<file path="src/rtl/mips_harvard_avalon_bridge.sv">
// mips_harvard_avalon_bridge
//
// Connects a Harvard CPU core to one shared Avalon-MM bus. The core has a
// combinational instruction port and a combinational data port. For each
// instruction step the bridge does three things:
//   1. fetches the instruction word
//   2. performs at most one data access
//   3. pulses cpu_clk_enable for one cycle
// Returned words are held in registers, so the core sees stable data while
// it is stalled.
//
// Bus strobes are decoded from the FSM state. Address, byteenable and
// writedata are routed straight from the core inputs while a strobe is up.
// The core is stalled for the whole access, so these values stay constant
// across waitrequest cycles.
//
// Ports:
//   clk, reset            clock; synchronous active-high reset
//   cpu_active            core running flag (low = halted)
//   cpu_clk_enable        one-cycle step pulse to the core
//   cpu_instr_address     core fetch address
//   cpu_instr_readdata    buffered instruction word
//   cpu_data_*            core data request (address/read/write/byteenable/writedata)
//   cpu_data_readdata     buffered load data
//   avm_*                 Avalon-MM master port (word-aligned address)
//   bus_error             sticky timeout flag
//
// Optional feature (macro BRIDGE_TIMEOUT_EN):
//   Each bus access may stall for at most TIMEOUT_CYCLES waitrequest cycles.
//   When that limit is reached the bridge drops the strobe, sets bus_error
//   and parks in ERROR.
//   Without the macro, bus_error is tied to 0 and the bridge waits
//   indefinitely.

module mips_harvard_avalon_bridge #(
    parameter int ADDR_W         = 32,
    parameter int TIMEOUT_CYCLES = 1024
) (
    input  logic              clk,
    input  logic              reset,
    input  logic              cpu_active,
    output logic              cpu_clk_enable,
    input  logic [31:0]       cpu_instr_address,
    output logic [31:0]       cpu_instr_readdata,
    input  logic [31:0]       cpu_data_address,
    input  logic              cpu_data_read,
    input  logic              cpu_data_write,
    input  logic [3:0]        cpu_data_byteenable,
    input  logic [31:0]       cpu_data_writedata,
    output logic [31:0]       cpu_data_readdata,
    output logic [ADDR_W-1:0] avm_address,
    output logic              avm_read,
    output logic              avm_write,
    output logic [3:0]        avm_byteenable,
    output logic [31:0]       avm_writedata,
    input  logic [31:0]       avm_readdata,
    input  logic              avm_waitrequest,
    output logic              bus_error
);

    typedef enum logic [2:0] {
        FETCH,
        DATA,
        STEP,
        HALT,
        ERROR
    } state_t;

    state_t      state, state_next;

    // fetch_go is low on the first FETCH cycle after reset. That cycle
    // performs the cpu_active entry check without touching the bus.
    // STEP re-enters FETCH with fetch_go already set, because STEP has
    // already checked cpu_active.
    logic        fetch_go, fetch_go_next;
    logic [31:0] addr_word;
    logic        strobe;
    logic        complete;

    assign strobe   = avm_read | avm_write;
    assign complete = strobe & ~avm_waitrequest;

`ifdef BRIDGE_TIMEOUT_EN
    localparam int CNT_W = $clog2(TIMEOUT_CYCLES + 1);

    logic [CNT_W-1:0] wait_cnt;
    logic             timeout_hit;
    logic             bus_error_r;

    assign timeout_hit = strobe & avm_waitrequest &
                         (wait_cnt == CNT_W'(TIMEOUT_CYCLES - 1));
    assign bus_error   = bus_error_r;

    // Counts stall cycles of the current access. It is held at zero
    // whenever no access is pending, and is cleared on completion so that
    // the FETCH->DATA back-to-back beats start fresh.
    always_ff @(posedge clk) begin
        if (reset) begin
            wait_cnt    <= '0;
            bus_error_r <= 1'b0;
        end else begin
            if (strobe && avm_waitrequest)
                wait_cnt <= wait_cnt + 1'b1;
            else
                wait_cnt <= '0;
            if (timeout_hit)
                bus_error_r <= 1'b1;
        end
    end
`else
    assign bus_error = 1'b0;
`endif

    always_ff @(posedge clk) begin
        if (reset) begin
            state              <= FETCH;
            fetch_go           <= 1'b0;
            cpu_instr_readdata <= '0;
            cpu_data_readdata  <= '0;
        end else begin
            state    <= state_next;
            fetch_go <= fetch_go_next;
            // Buffers change only on a completed read beat.
            if (avm_read && !avm_waitrequest) begin
                if (state == FETCH)
                    cpu_instr_readdata <= avm_readdata;
                else
                    cpu_data_readdata <= avm_readdata;
            end
        end
    end

    always_comb begin
        state_next     = state;
        fetch_go_next  = fetch_go;
        avm_read       = 1'b0;
        avm_write      = 1'b0;
        avm_byteenable = 4'h0;
        avm_writedata  = 32'h0;
        addr_word      = 32'h0;
        cpu_clk_enable = 1'b0;

        case (state)
            FETCH: begin
                if (!fetch_go) begin
                    if (!cpu_active)
                        state_next = HALT;
                    else
                        fetch_go_next = 1'b1;
                end else begin
                    avm_read       = 1'b1;
                    addr_word      = cpu_instr_address & 32'hFFFF_FFFC;
                    avm_byteenable = 4'hF;
                    if (!avm_waitrequest) begin
                        fetch_go_next = 1'b0;
                        state_next    = (cpu_data_read | cpu_data_write) ? DATA : STEP;
                    end
                end
            end

            DATA: begin
                addr_word      = cpu_data_address & 32'hFFFF_FFFC;
                avm_byteenable = cpu_data_byteenable;
                // A write takes priority when both requests are raised.
                if (cpu_data_write) begin
                    avm_write     = 1'b1;
                    avm_writedata = cpu_data_writedata;
                end else begin
                    avm_read = 1'b1;
                end
                if (!avm_waitrequest)
                    state_next = STEP;
            end

            STEP: begin
                cpu_clk_enable = 1'b1;
                if (cpu_active) begin
                    state_next    = FETCH;
                    fetch_go_next = 1'b1;
                end else begin
                    state_next = HALT;
                end
            end

            HALT:  state_next = HALT;
            ERROR: state_next = ERROR;
            default: state_next = FETCH;
        endcase

`ifdef BRIDGE_TIMEOUT_EN
        if (timeout_hit) begin
            state_next    = ERROR;
            fetch_go_next = 1'b0;
        end
`endif
    end

    assign avm_address = ADDR_W'(addr_word);

    // Completion is decoded for readability of the bus handshake; the
    // registers above use the same term explicitly per strobe.
    logic unused_complete;
    assign unused_complete = complete;

endmodule

</file>
<file path="config.mk">
export PLATFORM = sky130hd
export DESIGN_NAME = mips_harvard_avalon_bridge
export DESIGN_NICKNAME = d
export VERILOG_FILES = /design/src/rtl/mips_harvard_avalon_bridge.sv
export SDC_FILE = /design/constraint.sdc
export NUM_CORES = 1
export LEC_CHECK = 0
export CAP_MARGIN = 25
export CORE_ASPECT_RATIO = 1.25
export CORE_MARGIN = 8
export CORE_UTILIZATION = 34
export DETAILED_ROUTE_END_ITERATION = 8
export GPL_TIMING_DRIVEN = 1
export PLACE_DENSITY = 0.86
export SYNTH_ARGS = -nofsm -noshare
export SYNTH_HDL_FRONTEND = slang
export SYNTH_SLANG_ARGS = --single-unit
</file>
<file path="constraint.sdc">
create_clock -name clk -period 2.25 [get_ports clk]
set_input_delay 0.45 -clock clk [delete_from_list [all_inputs] [get_ports clk]]
set_output_delay 0.45 -clock clk [all_outputs]
set_load 0.02 [all_outputs]
</file>
==> flow_metrics.env, run 1 <==
export IMPL_drive_above_1_share_pct=16.44
export IMPL_fp_dieH_um=129.4
export IMPL_grt_pass1_vias=4280
export IMPL_hp_class="in2reg"
export IMPL_clk_latency_ns=0.32
export IMPL_avgSynthCellArea_um2=8.671
export IMPL_io_buffers=266
export IMPL_ios=274
export IMPL_clk_path_buf_depth=2
export IMPL_hp_start="reset"
export IMPL_overflow=0
export IMPL_worst_setup_path_end_kind="primary output"
export IMPL_yosys_top_cells_area="dfxtp_1, nand2b_1, mux2i_1"
export IMPL_areaGrowthSynthToFinish_pct=83.14
export IMPL_finalMaxSlewViolations=0
export IMPL_drt_wirelength_per_cell_um=19.51
export IMPL_cp_arrival_ns=1.72
export IMPL_synth_mux_area_share_pct=9.166
export IMPL_cap_violations=0
export IMPL_drc=0
export IMPL_antenna_found_initial=1
export IMPL_finalSetupTns_ns=0
export IMPL_fmax_ghz=0.4600
export IMPL_dp_hpwl_mm=12.20
export IMPL_syn_area_mm2=0.003495
export IMPL_initial_utilization_pct=34.76
export IMPL_rr_worst_depth=5
export IMPL_min_to="cpu_data_readdata[9]"
export IMPL_p_clk_share_pct=22.3
export IMPL_drt_initial_drc_count=163
export IMPL_die_width_um=106.7
export IMPL_cts_sinks=68
export IMPL_grt_pass1_wl_mm=23.77
export IMPL_sw_frac_of_total_pct=39.25
export IMPL_yosys_warnings=0
export IMPL_status="finished clean"
export IMPL_power_switching_uw=2270
export IMPL_power_uw=5783
export IMPL_synthCells=403
export IMPL_synth_seq_cells=68
export IMPL_finClkSkew_ns=0.009492
export IMPL_nNetsFinal=796
export IMPL_slew_headroom_pct=61.39
export IMPL_drt_antenna_violating_nets=0
export IMPL_antenna_cells=0
export IMPL_power_frac_seq_pct=24.5
export IMPL_setup_viol=0
export IMPL_viasPerCell=5.139
export IMPL_vias=4070
export IMPL_synth_seq_area_share_pct=38.95
export IMPL_r2r_slack_ns=0.66
export IMPL_synth_top_family_by_area="simple AND/OR/NAND/NOR gates"
export IMPL_synth_simple_area_share_pct=25.17
export IMPL_synth_compound_area_share_pct=19.69
export IMPL_hold_violations=0
export IMPL_required_ns=1.80
export IMPL_fill_cells=876
export IMPL_pwr_share_comb_pct=53.2
export IMPL_p_leak_uw=0.002592
export IMPL_cts_max_level=3
export IMPL_setup_worst_path_class="reg2out"
export IMPL_firstDrtPassIters=4
export IMPL_dieArea_mm2=0.01380
export IMPL_postCtsHoldBufs=0
export IMPL_cts_root_buf="clkbuf_16"
export IMPL_synth_xor_area_share_pct=0
export IMPL_core_mm2=0.01005
export IMPL_power_internal_uw=3513
export IMPL_rows=41
export IMPL_gp_congestion=0.8568
export IMPL_peakVddDrop_mv=0.4924
export IMPL_crit_fanout=18
export IMPL_worst_pin_slew_ns=0.5791
export IMPL_cts_inserted_buffers=9
export IMPL_period_needed_ns=2.174
export IMPL_synth_adder_area_share_pct=0
export IMPL_holdPathStages=2
export IMPL_grt_max_degree=59
export IMPL_period_share_pct=96.61
export IMPL_wl_mm=15.45
export IMPL_r2r_end="cpu_instr_readdata[10]"
export IMPL_start_kind="flip-flop"
export IMPL_synth_top_cell_by_area="dfxtp_1"
export IMPL_r2r_start="state[2]"
export IMPL_yosys_cell_types_count=32
export IMPL_grt_usage_pct=21.95
export IMPL_power_density_mw_per_mm2=903.6
export IMPL_cts_tree="done"
export IMPL_clk_pin_slew_worst_paths_ns=0.05
export IMPL_synthDominantCellAreaShare_pct=38.95
==> final cells by class <==
type	count	area, um2	share of cell area [%]
Clock buffer	12	256.5	4.008
Multi-Input combinational cell	288	1914	29.91
Inverter	1	3.754	0.05865
Clock inverter	4	23.77	0.3715
Tap cell	129	161.4	2.522
Timing Repair Buffer	290	2676	41.82
Sequential cell	68	1364	21.31
==> worst max path at each step <==
stage	from	endpoint	slack, ns	cells after the start
floorplan	state[1]	avm_read	0.30	4
global placement	cpu_data_write	avm_writedata[31]	-0.11	4
detailed placement	cpu_data_write	avm_writedata[12]	-0.15	4
CTS	state[0]	avm_address[17]	-0.08	5
global route	state[1]	avm_writedata[5]	-0.005	5
finish	state[2]	avm_address[20]	0.08	5
==> Yosys cell counts <==
library cell / number
or2_2: 1
nor3_1: 3
nor4b_1: 1
and3_1: 32
dfxtp_1: 68
a21o_1: 4
and2b_1: 1
o21bai_1: 1
a221oi_1: 1
nor4b_4: 1
clkbuf_1: 33
a211o_1: 1
buf_1: 1
and2_1: 2
nand2b_1: 65
nor2b_1: 1
a211oi_1: 2
a21oi_1: 34
o21ai_0: 34
mux2i_1: 32
or3b_2: 2
buf_2: 7
inv_1: 1
a22oi_1: 1
a22o_1: 30
buf_8: 3
nor3b_1: 1
o31ai_1: 1
nor2_1: 2
buf_4: 4
conb_1: 1
nand3_1: 32
==> state kept, by name (all words and copies together) (netlist names) <==
signal,flops
cpu_data_readdata,32
cpu_instr_readdata,32
state,3
fetch_go,1
==> critical path, cell delays in order (launching register included) <==
cell and delay (ns):
dfxtp_2 0.35, nor4b_4 0.29, buf_4 0.17, buf_12 0.14, a22o_1 0.17, clkdlybuf4s15_2 0.27
==> through the flow <==
step / setup WS [ns] / hold WS, ns / cell area, um2 / util (%) / std cells
2_1_floorplan: 0.2973 / 0.5209 / 3502 / - / 405
3_3_place_gp: -0.1082 / 0.4567 / 6262 / 62.28 / 770
3_5_place_dp: -0.1509 / 0.4669 / 6262 / 62.28 / 770
4_1_cts: -0.08462 / 0.4255 / 6563 / 65.27 / 791
5_1_grt: -0.005332 / 0.4763 / 6400 / 63.65 / 792
6_report: 0.07619 / 0.4394 / 6400 / 63.65 / 792
==> cells in the final DEF (no fill, tap or decap), types with 9 or more instances in the layout <==
| master | instances |
|---|---|
| o21ai_0 | 34 |
| mux2i_1 | 32 |
| and3_1 | 32 |
| clkbuf_16 | 9 |
| clkbuf_2 | 36 |
| clkdlybuf4s50_1 | 196 |
| a22o_1 | 30 |
| buf_2 | 10 |
| a21oi_1 | 34 |
| buf_4 | 26 |
| dfxtp_1 | 66 |
| nand3_1 | 32 |
| nand2b_1 | 65 |
==> cells by family (layout without fill, tap and decap cells) <==
| kind of cell | after synthesis | after routing |
|---|---|---|
| simple gates | 144 | 144 |
| compound gates | 109 | 109 |
| flops | 68 | 68 |
| buf+inv | 49 | 307 |
| mux | 32 | 32 |
| other cells | 1 | 3 |
==> what timing repair did <==
action | CTS | global route
gates cloned | 2 | 0
resized for setup | 180 | 47
endpoints found under the setup margin | 68 | 60
pin swaps | 1 | 1
setup buffers | 3 | 1
==> power groups by stage <==
stage | registers [uW] | logic, uW | clock network, uW
after global routing | 1430 | 3280 | 1380
after floorplan | 1520 | 1600 | 0
final | 1410 | 3080 | 1290
after CTS | 1410 | 3140 | 1310
after detailed placement | 1430 | 3180 | 0
after global placement | 1420 | 3120 | 0
==> layer usage <==
layer | part of all wire [%] | track usage (%)
met4 | 2.4 | 7.884
met3 | 9.8 | 9.240
met1 | 38 | 23.57
met2 | 50 | 37.71
met5 | 0.084 | 0
Note: power is estimated with default switching activity, not from simulation.
==> run 2, diff against run 1 <==
--- a/config.mk
+++ b/config.mk
@@ -10,7 +10,6 @@
 export CORE_MARGIN = 8
 export CORE_UTILIZATION = 34
 export DETAILED_ROUTE_END_ITERATION = 8
-export GPL_TIMING_DRIVEN = 1
 export PLACE_DENSITY = 0.86
 export SYNTH_ARGS = -nofsm -noshare
 export SYNTH_HDL_FRONTEND = slang
==> results of run 2 <==
Final layout, timing and power as in run 1 (identical DEF).
==> run 3, diff against run 2 <==
--- a/config.mk
+++ b/config.mk
@@ -10,7 +10,7 @@
 export CORE_MARGIN = 8
 export CORE_UTILIZATION = 34
 export DETAILED_ROUTE_END_ITERATION = 8
-export PLACE_DENSITY = 0.86
+export PLACE_DENSITY_LB_ADDON = 0.2
 export SYNTH_ARGS = -nofsm -noshare
 export SYNTH_HDL_FRONTEND = slang
 export SYNTH_SLANG_ARGS = --single-unit
==> run 3 against run 2 <==
Setup slack worse by 0.015 ns. Non-clock buffer count shrank 2. Sequential share of layout area shrank 0.15 points. Critical path depth unchanged. Routed wire length is 3.5% higher. Sequential power hardly changed. Count of clock-buffer cells in the layout unchanged. Final area is 0.70% higher. Hold slack better by 0.031 ns. Sequential cell count is the same. Critical path type unchanged. Critical endpoint is now avm_address[21]. Largest cell class unchanged. Highest routed layer unchanged.
==> flow_metrics.env, run 3 (synthesized netlist as in run 1, its figures left out) <==
export IMPL_worst_path_max_delay_cell="dfxtp_2"
export IMPL_postCtsHoldBufs=0
export IMPL_gp_congestion=0.8403
export IMPL_dp_hpwl_mm=12.55
export IMPL_ios=274
export IMPL_placed_cell_area_mm2=0.006277
export IMPL_worst_pin_slew_ns=0.5861
export IMPL_wl_mm=15.99
export IMPL_cpLargestDelayFamily="buffers and inverters"
export IMPL_whs_ns=0.4705
export IMPL_cap_violations=0
export IMPL_grt_max_degree=101
export IMPL_grt_use_met2_pct=36.79
export IMPL_gr_max_usage_layer="met2"
export IMPL_cpPeakStageDelay_ns=0.36
export IMPL_fill_cells=881
export IMPL_design_area_mm2=0.006445
export IMPL_status="finished clean"
export IMPL_crit_path_start="state[2]"
export IMPL_cts_max_level=3
export IMPL_r2r_start="state[2]"
export IMPL_use_met3_pct=11.33
export IMPL_finClkSkew_ns=0.006595
export IMPL_core_mm2=0.01005
export IMPL_fmax_ghz=0.4568
export IMPL_drt_initial_drc_count=160
export IMPL_met1_usage_pct=22.87
export IMPL_hp_start="cpu_instr_readdata[28]"
export IMPL_worst_setup_path_end_kind="primary output"
export IMPL_path_cells="nor4b_4, buf_4, buf_12, a22o_1, clkdlybuf4s15_1"
export IMPL_rsz0062_at_grt="no"
export IMPL_fp_dieH_um=129.4
export IMPL_power_density_mw_per_mm2=918.1
export IMPL_cts_sinks=68
export IMPL_clk_pin_slew_worst_paths_ns=0.05
export IMPL_cts_root_buf="clkbuf_16"
export IMPL_grt_pass1_wl_mm=23.63
export IMPL_peakVddDrop_mv=0.4805
export IMPL_firstDrtPassIters=4
export IMPL_rr_worst_depth=5
export IMPL_period_needed_ns=2.189
export IMPL_grt_usage_pct=22.22
export IMPL_dieArea_mm2=0.01380
export IMPL_fin_cells=790
export IMPL_clk_path_buf_depth=2
export IMPL_io_buffers=266
export IMPL_nNetsFinal=794
export IMPL_antenna_found_initial=3
export IMPL_setup_viol=0
export IMPL_areaGrowthSynthToFinish_pct=84.43
export IMPL_cp_num_buf_inv=3
export IMPL_period_share_pct=97.29
export IMPL_vias=4013
export IMPL_p_leak_uw=0.002611
export IMPL_hp_class="reg2reg"
export IMPL_cp_depth=5
export IMPL_finalSetupTns_ns=0
export IMPL_cts_inserted_buffers=9
export IMPL_cts_tree="done"
export IMPL_final_util_pct=64.10
export IMPL_dp_cells=771
export IMPL_drc=0
export IMPL_die_width_um=106.7
export IMPL_hold_violations=0
export IMPL_required_ns=1.80
export IMPL_clk_latency_ns=0.32
export IMPL_rows=41
export IMPL_initial_utilization_pct=34.76
export IMPL_crit_fanout=18
export IMPL_multi_input_area_mm2=0.001932
export IMPL_start_kind="flip-flop"
export IMPL_finalMaxSlewViolations=0
export IMPL_largestRegisters="cpu_data_readdata x32, cpu_instr_readdata x32, state x3"
export IMPL_slew_headroom_pct=60.93
export IMPL_drt_antenna_violating_nets=0
export IMPL_setup_worst_path_class="reg2out"
export IMPL_drive_above_1_share_pct=16.08
export IMPL_cp_arrival_ns=1.74
export IMPL_holdPathStages=2
export IMPL_final_common_cell="clkdlybuf4s50_1"
export IMPL_viasPerCell=5.080
export IMPL_grt_pass1_vias=4246
export IMPL_register_area_mm2=0.001364
export IMPL_drt_wirelength_per_cell_um=20.24
export IMPL_overflow=0
export IMPL_final_cell_mix="clkdlybuf4s50_1, dfxtp_1, nand2b_1, o21ai_0, a21oi_1"
run 3: changes by cell type in the layout (fill, tap and decap cells not counted), moves of 2 or more:
| cell | change |
|---|---|
| diode_2 | +2 |
| buf_2 | +12 |
| clkinv_2 | -2 |
| clkdlybuf4s15_1 | -2 |
| buf_4 | -8 |
| clkbuf_2 | -11 |
| a22o_4 | +2 |
| dlygate4sd2_1 | +2 |
| clkdlybuf4s15_2 | +2 |
| a22o_1 | -2 |
run 3: timing repair:
action	CTS	global route
setup buffers	1	0
gates cloned	1	1
setup endpoints to repair	68	51
resized for setup	161	53
run 3: worst paths after layout:
kind / endpoint / slack [ns]
max: avm_address[21] / 0.06
min: cpu_instr_readdata[28] / 0.47
max reg2reg: cpu_instr_readdata[25] / 0.68
min reg2reg: cpu_instr_readdata[28] / 0.47
run 3: through the flow:
step,setup slack [ns],total power [uW]
floorplan,0.2973,3120
global placement,-0.1069,4633
detailed placement,-0.1614,4682
CTS,0.0002129,5921
global route,0.002589,6204
finish,0.06103,5917
run 3: worst register-to-register path, cell delays in order, from the launching register on:
cell and delay (ns):
dfxtp_2 0.36, nor4b_4 0.27, buf_4 0.17, and2b_2 0.15
buf_4 0.29, mux2i_1 0.26
run 3: where the power goes:
part           switching, uW  internal [uW]  total (uW)
Sequential              90.5           1330        1420
Clock                    473            903        1380
Combinational           1710           1410        3120
Total                   2270           3640        5920
run 3: final cells by class:
class / instances / area share, %
diodes: 2 / 0.07765
clock buffers: 12 / 3.980
clock inverters: 2 / 0.5436
inverters: 1 / 0.05824
multi-input cells: 288 / 29.97
flip-flops and latches: 68 / 21.16
well taps: 129 / 2.504
repair buffers: 288 / 41.70
run 3: per-layer routing:
layer | vias up | part of all wire (%) | wire length (um)
li1 | 1930 | - | -
met1 | 1859 | 36 | 5803
met2 | 191 | 48 | 7729
met3 | 31 | 12 | 1922
met4 | 2 | 3.3 | 521
met5 | - | 0.081 | 13
